<file path="config.mk">
export PLATFORM = sky130hd
export DESIGN_NAME = acc_sm_seq
export DESIGN_NICKNAME = d
export VERILOG_FILES = /design/src/rtl/acc_pkg.sv /design/src/rtl/sm_add.sv /design/src/rtl/acc_sm_seq.sv
export SDC_FILE = /design/constraint.sdc
export NUM_CORES = 1
export LEC_CHECK = 0
export BUFFER_PORTS_ARGS = -buffer_cell sky130_fd_sc_hd__clkbuf_2
export CAP_MARGIN = 15
export CELL_PAD_IN_SITES_DETAIL_PLACEMENT = 1
export CELL_PAD_IN_SITES_GLOBAL_PLACEMENT = 1
export CORE_ASPECT_RATIO = 1.25
export CORE_MARGIN = 2
export CORE_UTILIZATION = 38
export DETAILED_ROUTE_END_ITERATION = 8
export PLACE_DENSITY = 0.8
export SLEW_MARGIN = 15
export SYNTH_ARGS = -nofsm -noshare
export SYNTH_HDL_FRONTEND = slang
export SYNTH_SLANG_ARGS = --single-unit
</file>
<file path="constraint.sdc">
create_clock -name clk -period 5.8 [get_ports clk]
set_input_delay 0.29 -clock clk [delete_from_list [all_inputs] [get_ports clk]]
set_output_delay 0.29 -clock clk [all_outputs]
set_load 0.005 [all_outputs]
</file>
<file path="src/rtl/acc_pkg.sv">
// Shared encodings and width helper for the sign-magnitude group accumulator.
package acc_pkg;

    localparam int RND_HALF_UP = 0;
    localparam int RND_TRUNC   = 1;

    localparam int SAT_WRAP  = 0;
    localparam int SAT_CLAMP = 1;

    typedef enum logic {
        ST_ACC  = 1'b0,
        ST_HOLD = 1'b1
    } acc_state_e;

    // Magnitude width that can absorb LEN full-scale terms without overflow.
    function automatic int acc_width(input int mag_w, input int frac_w, input int len);
        return mag_w + frac_w + $clog2(len);
    endfunction

endpackage

</file>
<file path="src/rtl/sm_add.sv">
// Combinational sign-magnitude adder: larger magnitude sets the sign, zero is always +0.
module sm_add #(
    parameter int N = 8
) (
    input  logic         a_sgn,
    input  logic [N-1:0] a_mag,
    input  logic         b_sgn,
    input  logic [N-1:0] b_mag,
    output logic         s_sgn,
    output logic [N-1:0] s_mag
);

    logic         a_ge;
    logic         sub;
    logic [N-1:0] hi_mag;
    logic [N-1:0] lo_mag;
    logic [N-1:0] opnd;
    logic [N-1:0] sum;

    always_comb begin
        a_ge   = (a_mag >= b_mag);
        sub    = a_sgn ^ b_sgn;
        hi_mag = a_ge ? a_mag : b_mag;
        lo_mag = a_ge ? b_mag : a_mag;
        // Subtraction as hi + ~lo + 1; hi >= lo so the result never goes negative.
        opnd   = sub ? ~lo_mag : lo_mag;
        sum    = hi_mag + opnd + N'(sub);
        s_mag  = sum;
        s_sgn  = (a_ge ? a_sgn : b_sgn) & (|sum);
    end

endmodule

</file>
<file path="src/rtl/acc_sm_seq.sv">
// Accumulates sign-magnitude terms into groups, then rounds, saturates and holds
// each group result under a valid/ready handshake.
module acc_sm_seq
    import acc_pkg::*;
#(
    parameter int MAG_W  = 7,
    parameter int FRAC_W = 1,
    parameter int LEN    = 16,
    parameter int SAT    = 1
) (
    input  logic                    clk,
    input  logic                    rst,
    input  logic                    in_valid,
    output logic                    in_ready,
    input  logic                    in_sgn,
    input  logic [MAG_W+FRAC_W-1:0] in_mag,
    input  logic                    in_last,
    output logic                    out_valid,
    input  logic                    out_ready,
    output logic                    out_sgn,
    output logic [MAG_W-1:0]        out_mag,
    output logic                    out_ovf
);

    localparam int IN_W     = MAG_W + FRAC_W;
    localparam int ACC_W    = acc_width(MAG_W, FRAC_W, LEN);
    localparam int CNT_W    = $clog2(LEN);
    localparam int RND_MODE = RND_HALF_UP;
    localparam logic [ACC_W:0] HALF = {{ACC_W{1'b0}}, 1'b1} << (FRAC_W - 1);

    function automatic logic [ACC_W:0] round_mag(input logic [ACC_W-1:0] mag);
        logic [ACC_W:0] ext;
        ext = {1'b0, mag};
        if (RND_MODE == RND_HALF_UP) begin
            ext = ext + HALF;
        end
        return ext >> FRAC_W;
    endfunction

    // Returns {overflow, magnitude}; clamps to full scale or keeps the low bits.
    function automatic logic [MAG_W:0] sat_mag(input logic [ACC_W:0] rnd);
        logic             ovf;
        logic [MAG_W-1:0] mag;
        ovf = |rnd[ACC_W:MAG_W];
        mag = rnd[MAG_W-1:0];
        if (ovf && (SAT == SAT_CLAMP)) begin
            mag = '1;
        end
        return {ovf, mag};
    endfunction

    acc_state_e       state_q, state_d;
    logic             acc_sgn_q, acc_sgn_d;
    logic [ACC_W-1:0] acc_mag_q, acc_mag_d;
    logic [CNT_W-1:0] cnt_q, cnt_d;
    logic             out_sgn_q, out_sgn_d;
    logic [MAG_W-1:0] out_mag_q, out_mag_d;
    logic             out_ovf_q, out_ovf_d;

    logic [ACC_W-1:0] term_mag;
    logic             sum_sgn;
    logic [ACC_W-1:0] sum_mag;
    logic [ACC_W:0]   rnd;
    logic [MAG_W:0]   res;
    logic             close_grp;

    assign term_mag = {{(ACC_W - IN_W){1'b0}}, in_mag};

    sm_add #(.N(ACC_W)) u_add (
        .a_sgn (acc_sgn_q),
        .a_mag (acc_mag_q),
        .b_sgn (in_sgn),
        .b_mag (term_mag),
        .s_sgn (sum_sgn),
        .s_mag (sum_mag)
    );

    assign rnd       = round_mag(sum_mag);
    assign res       = sat_mag(rnd);
    assign close_grp = in_last || (cnt_q == CNT_W'(LEN - 1));

    always_comb begin
        state_d   = state_q;
        acc_sgn_d = acc_sgn_q;
        acc_mag_d = acc_mag_q;
        cnt_d     = cnt_q;
        out_sgn_d = out_sgn_q;
        out_mag_d = out_mag_q;
        out_ovf_d = out_ovf_q;
        unique case (state_q)
            ST_ACC: begin
                if (in_valid) begin
                    if (close_grp) begin
                        state_d   = ST_HOLD;
                        acc_sgn_d = 1'b0;
                        acc_mag_d = '0;
                        cnt_d     = '0;
                        out_mag_d = res[MAG_W-1:0];
                        out_ovf_d = res[MAG_W];
                        // Rounding or wrap can reach zero; never present -0.
                        out_sgn_d = sum_sgn & (|res[MAG_W-1:0]);
                    end else begin
                        acc_sgn_d = sum_sgn;
                        acc_mag_d = sum_mag;
                        cnt_d     = cnt_q + 1'b1;
                    end
                end
            end
            ST_HOLD: begin
                if (out_ready) begin
                    state_d = ST_ACC;
                end
            end
            default: state_d = ST_ACC;
        endcase
    end

    always_ff @(posedge clk) begin
        if (rst) begin
            state_q   <= ST_ACC;
            acc_sgn_q <= 1'b0;
            acc_mag_q <= '0;
            cnt_q     <= '0;
            out_sgn_q <= 1'b0;
            out_mag_q <= '0;
            out_ovf_q <= 1'b0;
        end else begin
            state_q   <= state_d;
            acc_sgn_q <= acc_sgn_d;
            acc_mag_q <= acc_mag_d;
            cnt_q     <= cnt_d;
            out_sgn_q <= out_sgn_d;
            out_mag_q <= out_mag_d;
            out_ovf_q <= out_ovf_d;
        end
    end

    assign in_ready  = (state_q == ST_ACC);
    assign out_valid = (state_q == ST_HOLD);
    assign out_sgn   = out_sgn_q;
    assign out_mag   = out_mag_q;
    assign out_ovf   = out_ovf_q;

endmodule

</file>
# == Word-level counts from Yosys, hierarchy flattened ==
# Index checks and enable logic that the tools add are counted.
# totals
register_bits,27
latch_bits,0
mem_bits_rw,0
mem_bits_ro,0
in_bits,14
output_inout_bits,11
wordCells,36
mem_count,0
# op_classes
add_sub_neg,4
n_mul,0
div,0
magnitude_cmp,1
n_eq_ne,1
n_shift,0
muxes,12
n_bitwise,5
n_reduce_logical,6
# ops
op,count
$mux W12,4
$add A12 B1 Y13 const B,1
$add A12 B1 Y12,1
$add A12 B12 Y12,1
$ge A12 B8 Y1,1
$not A12 Y12,1
$reduce_or A12 Y1,1
$mux W7,1
$reduce_or A7 Y1,1
$mux W1,5
$reduce_or A5 Y1,1
$add A4 B1 Y4 const B,1
$eq A4 B4 Y1 const B,1
$mux W4,1
$reduce_and A3 Y1,1
$and A1 B1 Y1,2
$pmux W1 S2,1
$reduce_and A2 Y1,1
$logic_or A1 B1 Y1,1
$not A1 Y1,1
$xor A1 B1 Y1,1

# == Depth between registers and ports, before layout ==
# Gate-level depths: netlist of run 1.
# depth
depth_word,11
ltp_mapped,22
ltp_nobuf,20

# == By module ==
# A second synthesis of run 1 with hierarchy kept.
# unflattened
hier_cells,330
hier_area_um2,2541.2
# modules_own_cells
mod,n_inst,cells_per_inst,area_each_um2,seq_area_each_um2
acc_sm_seq,1,159,1301.2,540.5
sm_add,1,171,1239.9,0.0

# == Worst setup path after synthesis of run 1 ==
# Ideal clock, no wire load.
# synth_path
path_kind,flip-flop to flip-flop
start,register acc_mag_q[0]
end,register out_sgn_q (netlist: out_sgn)
setup_ns,0.125
arrival_time_ns,5.137
required_ns,5.675
slack_ns,0.537
stages_incl_launch_ff,23
path_buffers,4
synth_period_minus_slack_ns,5.263
cell_sequence,dfxtp_1 > clkbuf_1 > inv_1 > ha_1 > and3_1 > o21ai_1 > a31o_2 > nand2_1 > clkbuf_1 > clkbuf_1 > o21ai_0 > ha_1 > clkbuf_1 > a21o_1 > a21o_1 > o21bai_1 > a41o_1 > or4_1 > nand2b_1 > nor4_1 > o211ai_1 > a2111oi_2 > o21ai_1
# synth_via
elab_chain_len,11
elab_cells_between_ends,15
classes_between,add/sub: 3; order compare: 1; mux: 5; bitwise: 3; reduce/logical: 3
# synth_rtl
item,line,text
start: declaration,acc_sm_seq.sv:54,"logic [ACC_W-1:0] acc_mag_q, acc_mag_d;"
start signal: assignment,acc_sm_seq.sv:130,acc_mag_q <= acc_mag_d;
$ge A12 B8 Y1,sm_add.sv:21,a_ge = (a_mag >= b_mag);
$mux W12,sm_add.sv:24,lo_mag = a_ge ? b_mag : a_mag;
$not A12 Y12,sm_add.sv:26,opnd = sub ? ~lo_mag : lo_mag;
$mux W12,sm_add.sv:26,
$add A12 B12 Y12,sm_add.sv:27,sum = hi_mag + opnd + N'(sub);
$add A12 B1 Y12,sm_add.sv:27,
$add A12 B1 Y13,acc_sm_seq.sv:35,ext = ext + HALF;
$reduce_or A5 Y1,acc_sm_seq.sv:44,ovf = |rnd[ACC_W:MAG_W];
$mux W7,acc_sm_seq.sv:46,if (ovf && (SAT == SAT_CLAMP)) begin
$reduce_or A7 Y1,acc_sm_seq.sv:101,out_sgn_d = sum_sgn & (|res[MAG_W-1:0]);
$and A1 B1 Y1 *,acc_sm_seq.sv:101,
end signal: assignment,acc_sm_seq.sv:132,out_sgn_q <= out_sgn_d;
end: declaration,acc_sm_seq.sv:56,"logic out_sgn_q, out_sgn_d;"
# Mark *: on every way between the ends. The rest lies on a longest branch, timed or not.
# A chain may end at the register's enable or synchronous reset.

# == Worst setup path after layout of run 1 ==
# Ends and elaborated chain as after synthesis.

==> results.md, run 1 <==
- Status: complete, no violations
- First-pass GRT wire length: 11.65 mm
- Main combinational cell family by area after synthesis: simple AND/OR/NAND/NOR gates
- XOR/XNOR Fraction of Synth Area: 8.855%
- Critical Path RT: 5.97 ns
- Layout cells sized above 1: between 10% and 20%
- Synth Area in Adders: 11.50%
- Crit end category: register
- EDFF count, synth: 0
- Die W: 75.95 um
- Reg clk slew, reported paths: 0.09 ns
- CTS H-Tree Depth: 1
- Post-synthesis net count: 367
- Relative slew slack: 41.09%
- Final Hold Fails: 0
- Core area: around 6200 um^2
- DR vias/cell: 5.660
- CTS Buffer Depth: 2
- Worst Path Buf+Inv: 2
- Max Cap Viol: 0
- Peak fanout along the critical path: 13
- Setup repair after global routing missed its margin: false
- Mapped Avg Cell Area: 7.428 um^2
- Synth Area in Simple Gates: 25.95%
- Top-area cell type share of the netlist area: a little over a fifth
- Cells after Synth: 331
- Ports: 25
- Worst endpoint data arrival time: between 5 and 6 ns
- Port bufs: 24
- Vert. Die Dim: roughly 94 um
- Total track usage: 19.65%
- Async SR Flop Fraction: 0%
- Reg area: around 540 um^2
- Footprint of the multi-input gates: 1777 um^2
- Most frequent cells after synthesis: nor2_1, nand2_1, dfxtp_1, ha_1, a21oi_1
- Worst path slowest cell: or4_1
- Tmin final: 5.356 ns
- Crit-path leading delay family: compound AO/OA/AOI/OAI gates
- Post-synthesis compound-gate area fraction: a little under a quarter
- Fin crit share: 92.34%
- Synth area leader: dfxtp_1
- Critical-path cell list: inv_1, ha_1, and3_1, o21ai_1, a31o_2, nand2_2, buf_4, nand2_1, o21ai_0, ha_1, a21o_1, a21o_1, o21bai_1, a41o_1, or4_1, nand2b_1, nor4_1, o211ai_1, a2111oi_2, o21ai_1
- Row count: 32
- Die area: 7134 um^2
- # DRC: 0
- Final Setup Violations: 0
- Via count: 2428
- Synth cell types: 51
- Drt first pass iters: 4
- Achievable frequency: 186.7 MHz
- Clk sinks: 27
- Ys flop type: dfxtp_1
- Clock Skew: 0.003543 ns
- Fin Setup TNS: 0 ns
- Mapped Area: 2459 um^2
- Pin count of the biggest net entering global routing: 29
- FILL cells: between 700 and 800
- Top post-synthesis cells by area: dfxtp_1, ha_1, nor2_1
- Final wirelength: 6.675 mm
- GP Congestion: 0.8033
- Synth-to-layout area growth: 9.415%
- TritonCTS Buffers: 3
- Slew Limit Fails: 0
- Slowest cell delay on critical path: 0.62 ns
- CTS tree: built
- Clk root buf: clkbuf_8
- Clk Latency, worst-skew pair: 0.27 ns
- Hold Crit Class: in -> reg
- Nets@finish: 381
- Count leader, synth: nor2_1
- Post-detail-place hpwl: 5.382 mm
- Worst slew pin tran: 0.8699 ns
- Crit start category: register
- Sequential area share after synthesis: 21.98%
- Drt wl/cell: 15.56 um
- Kind of critical path: reg -> reg
- Drt initial violations: 87
- Vias in the first global route: 2480
- Initial antenna violation count: 0
- Grt ovf: 0
- Post-DRT Antenna Nets: 0
- Initial core utilization: 39.62%
- Post-synthesis mux area share: 3.257%
- Diode count: 0
- Yosys reg bits: 27
- Synth warnings: 0
routing by layer:
metal / track usage [%] / wire, um
met5: 0 / 0
met4: 6.667 / 140
met3: 1.250 / 156
met2: 37.13 / 3375
met1: 23.63 / 3004
layout make-up:
class                           instances  share of cell area [%]
Tap cell                               85                   3.953
Timing Repair Buffer                   28                   5.581
Inverter                               19                   2.651
Sequential cell                        27                   20.09
Multi-Input combinational cell        266                   66.05
Clock buffer                            4                   1.674
flip-flops by register name, summed over array words and instances (netlist names):
signal and cells:
out_sgn 1, out_ovf 1, cnt_q 4, out_valid 1, acc_mag_q 12, out_mag 7
acc_sgn_q 1
path summary, 6_finish.rpt:
check	from	endpoint	slack, ns	cells past startpoint
worst min register to register	out_mag[1]	out_mag[1]	0.47	2
worst max register to register	acc_mag_q[0]	out_sgn	0.44	20
worst min-delay path	out_ready	out_valid	0.28	3
worst max-delay path	acc_mag_q[0]	out_sgn	0.44	20
cell families (layout without fill, tap and decap cells):
| logic type | Yosys count | in the layout |
|---|---|---|
| fa+ha+maj | 22 | 22 |
| mux | 8 | 8 |
| buf+inv | 38 | 51 |
| flops | 27 | 27 |
| xor+xnor | 24 | 24 |
| compound gates | 79 | 79 |
| simple gates | 133 | 133 |
worst min-delay path, delay by kind of cell:
family	cells	cell delay [ns]
simple gates	1	0.09
buf+inv	1	0.07
compound gates	1	0.06
cell usage in the layout (no fill, tap or decap), types with 2 or more instances in the layout:
cell type | Yosys | layout
a21oi_1 | 20 | 20
nand3_1 | 14 | 14
nand3b_1 | 2 | 2
nor4_1 | 9 | 9
o211ai_1 | 2 | 2
buf_4 | 0 | 4
a2111oi_2 | 2 | 2
mux2i_1 | 8 | 8
or4_1 | 4 | 4
a311oi_1 | 5 | 5
nor2_1 | 39 | 39
a31o_2 | 2 | 2
nand2_2 | 2 | 3
a21boi_0 | 2 | 2
o21ai_1 | 3 | 3
a22oi_1 | 7 | 7
dfxtp_1 | 27 | 27
clkbuf_8 | 0 | 3
a211oi_1 | 3 | 3
nor3_1 | 12 | 12
xnor2_1 | 14 | 14
or3_1 | 3 | 3
o21ai_0 | 12 | 12
clkbuf_2 | 0 | 24
nand4_1 | 5 | 5
nand2_1 | 29 | 28
a21o_1 | 5 | 5
ha_1 | 21 | 21
nand2b_1 | 5 | 5
xor2_1 | 9 | 9
a31oi_1 | 4 | 4
nor2b_1 | 5 | 5
inv_1 | 19 | 19
per-stage QoR:
step           instance area (um^2)  setup slack (ns)  hold slack (ns)  utilization, %  std cells
6_report                       2690            0.4442           0.2799           43.35        429
5_1_grt                        2690           0.03970           0.2946           43.35        429
4_1_cts                        2688            0.2907           0.2807           43.31        429
3_5_place_dp                   2643            0.3156           0.4608           42.58        425
3_3_place_gp                   2643            0.4904           0.4462           42.58        425
2_1_floorplan                  2459            0.5374           0.4483               -        331
what timing repair did:
item	CTS	global route
gates resized for setup	0	1
setup endpoints to repair	0	6
hold endpoints to repair	0	0
hold buffers	0	0
setup buffers	0	0
Power of run 1 is not shown: default switching activity piles up to over one toggle a cycle in this logic, so the estimate is an artifact.
==> inputs of run 2 (changes only) <==
--- a/config.mk
+++ b/config.mk
@@ -11,9 +11,11 @@
 export CELL_PAD_IN_SITES_GLOBAL_PLACEMENT = 1
 export CORE_ASPECT_RATIO = 1.25
 export CORE_MARGIN = 2
-export CORE_UTILIZATION = 38
+export CORE_UTILIZATION = 44
 export DETAILED_ROUTE_END_ITERATION = 8
-export PLACE_DENSITY = 0.8
+export MAX_ROUTING_LAYER = met4
+export PLACE_DENSITY = 0.9
+export REMOVE_ABC_BUFFERS = 1
 export SLEW_MARGIN = 15
 export SYNTH_ARGS = -nofsm -noshare
 export SYNTH_HDL_FRONTEND = slang
==> run 2 against run 1 <==
Wire length grew 6.0%. Sequential cell count unchanged. Cell count down 5.1%. Critical endpoint unchanged. Largest cell class unchanged.
==> results.md, run 2 (synthesis gave the netlist of run 1 again) <==
- CTS Buffer Depth: 2 (unchanged)
- Achievable frequency: 188.5 MHz (+0.94%)
- Tmin final: 5.306 ns (-0.04982 ns)
- Relative slew slack: 38.10% (-3.0 points)
- Crit end category: register
- Final Hold Fails: 0 (unchanged)
- CTS H-Tree Depth: 1 (unchanged)
- CTS tree: built
- Vert. Die Dim: 87.58 um (-6.8%)
- Status: complete, no violations
- Critical-path cell list: inv_1, ha_1, and3_1, o21ai_1, a31o_2, nand2_2, buf_4, nand2_1, o21ai_0, ha_1, a21o_1, a21o_1, o21bai_1, a41o_1, or4_1, nand2b_1, nor4_1, o211ai_1, a2111oi_2, o21ai_1
- Hold Crit Class: in -> reg
- Slew Limit Fails: 0 (unchanged)
- Crit-path leading delay family: compound AO/OA/AOI/OAI gates
- Kind of critical path: reg -> reg
- Dpl cells: 403 (-5.2%)
- Clock Skew: 0.002822 ns (-0.0007213 ns)
- Die area: 6206 um^2 (-13%)
- Crit start category: register
- Most frequent cells in the layout: nor2_1, nand2_1, dfxtp_1, clkbuf_2, ha_1
- Ports: 25 (unchanged)
- Grt ovf: 0 (unchanged)
- GP Congestion: 0.9258 (+15%)
- Drt first pass iters: 4 (unchanged)
- TritonCTS Buffers: 3 (unchanged)
- Via count: 2444 (+0.66%)
- Layout cells sized above 1: 11.66% (-0.26 points)
- Die W: 70.86 um (-6.7%)
- Post-Layout Cell Count: 407 (-5.1%)
- Reg clk slew, reported paths: 0.09 ns (about the same)
- Fin Setup TNS: 0 ns (unchanged)
- Vias in the first global route: 2520 (+1.6%)
- Area after DPL: 2609 um^2 (-1.3%)
- Drt wl/cell: 17.38 um (+12%)
- Worst slew pin tran: 0.9251 ns (+0.05519 ns)
- Synth-to-layout area growth: 8.041%
- Pin count of the biggest net entering global routing: 29 (unchanged)
- First-pass GRT wire length: 11.96 mm (+2.6%)
- Total track usage: 24.42% (+4.8 points)
- Top reg by flops: acc_mag_q
- Final Setup Violations: 0 (unchanged)
- Setup repair after global routing missed its margin: false
- Port bufs: 24 (unchanged)
- # hold bufs at CTS: 0 (unchanged)
- Clk sinks: 27 (unchanged)
- Drt initial violations: 76 (-13%)
- Most common cell after layout, fill and taps aside: nor2_1
- Peak fanout along the critical path: 13 (unchanged)
- Final Cell Area: 2656 um^2 (-1.3%)
- # DRC: 0 (unchanged)
- Core area: 5405 um^2 (-13%)
- Worst endpoint data arrival time: 5.48 ns (-0.04 ns)
- Slowest cell delay on critical path: 0.60 ns (-0.02 ns)
- Final wirelength: 7.073 mm (+6.0%)
- Post-DRT Antenna Nets: 0 (unchanged)
- Worst Path Buf+Inv: 2 (unchanged)
- Initial antenna violation count: 0 (unchanged)
- Initial core utilization: 45.49% (+5.9 points)
- Critical Path RT: 5.97 ns (about the same)
- Clk root buf: clkbuf_8
- DR vias/cell: 6.005 (+6.1%)
- Setup Fix Bufs, Post-CTS: 0 (unchanged)
- Post-detail-place hpwl: 5.682 mm (+5.6%)
- Diode count: 0 (unchanged)
- Nets@finish: 380 (-0.26%)
- Worst path slowest cell: or4_1
- Clk Latency, worst-skew pair: 0.28 ns (about the same)
- Fin crit share: 91.48% (-0.86 points)
- Max Cap Viol: 0 (unchanged)
- Max FFs per register: 12 (unchanged)
- Row count: 30 (-6.3%)
## run 2: timing repair
| action | 4_1_cts | 5_1_grt |
|---|---|---|
| endpoints found under the setup margin | 0 | 7 |
| resized for setup | 0 | 1 |
| hold endpoints to repair | 0 | 0 |
## run 2: final timing paths
check | slack [ns] | cells past startpoint | startpoint | endpoint
worst max register to register | 0.49 | 20 | acc_mag_q[0] | out_sgn
worst min register to register | 0.48 | 2 | out_mag[1] | out_mag[1]
worst min-delay path | 0.26 | 3 | out_ready | out_valid
worst max-delay path | 0.49 | 20 | acc_mag_q[0] | out_sgn
## run 2: final cells by class
class                   count  area [um^2]
inverters                  19        71.32
fillers                   719         2749
well taps                  64        80.08
repair buffers             27        142.6
clock buffers               4        45.04
multi-input cells         266         1777
flip-flops and latches     27        540.5
## run 2: through the flow
step	util, %	hold WS (ns)	setup WS [ns]
finish	49.14	0.2636	0.4940
global route	49.14	0.2746	0.05694
CTS	49.10	0.2656	0.3545
detailed placement	48.26	0.4559	0.4204
global placement	48.26	0.4454	0.6134
floorplan	-	0.3591	0.7645
## run 2: metal layers
metal  global-route usage [%]  wire length, um
met1                    27.23             2984
met2                    45.96             3818
met3                    1.956              133
met4                    7.547              137
met5                        -                0
## run 2: tightest hold or removal path, cell delays in order
cell      delay (ns)
clkbuf_2        0.07
nand2b_1        0.08
a21oi_1         0.06
Power of run 2 is left out for the same reason.
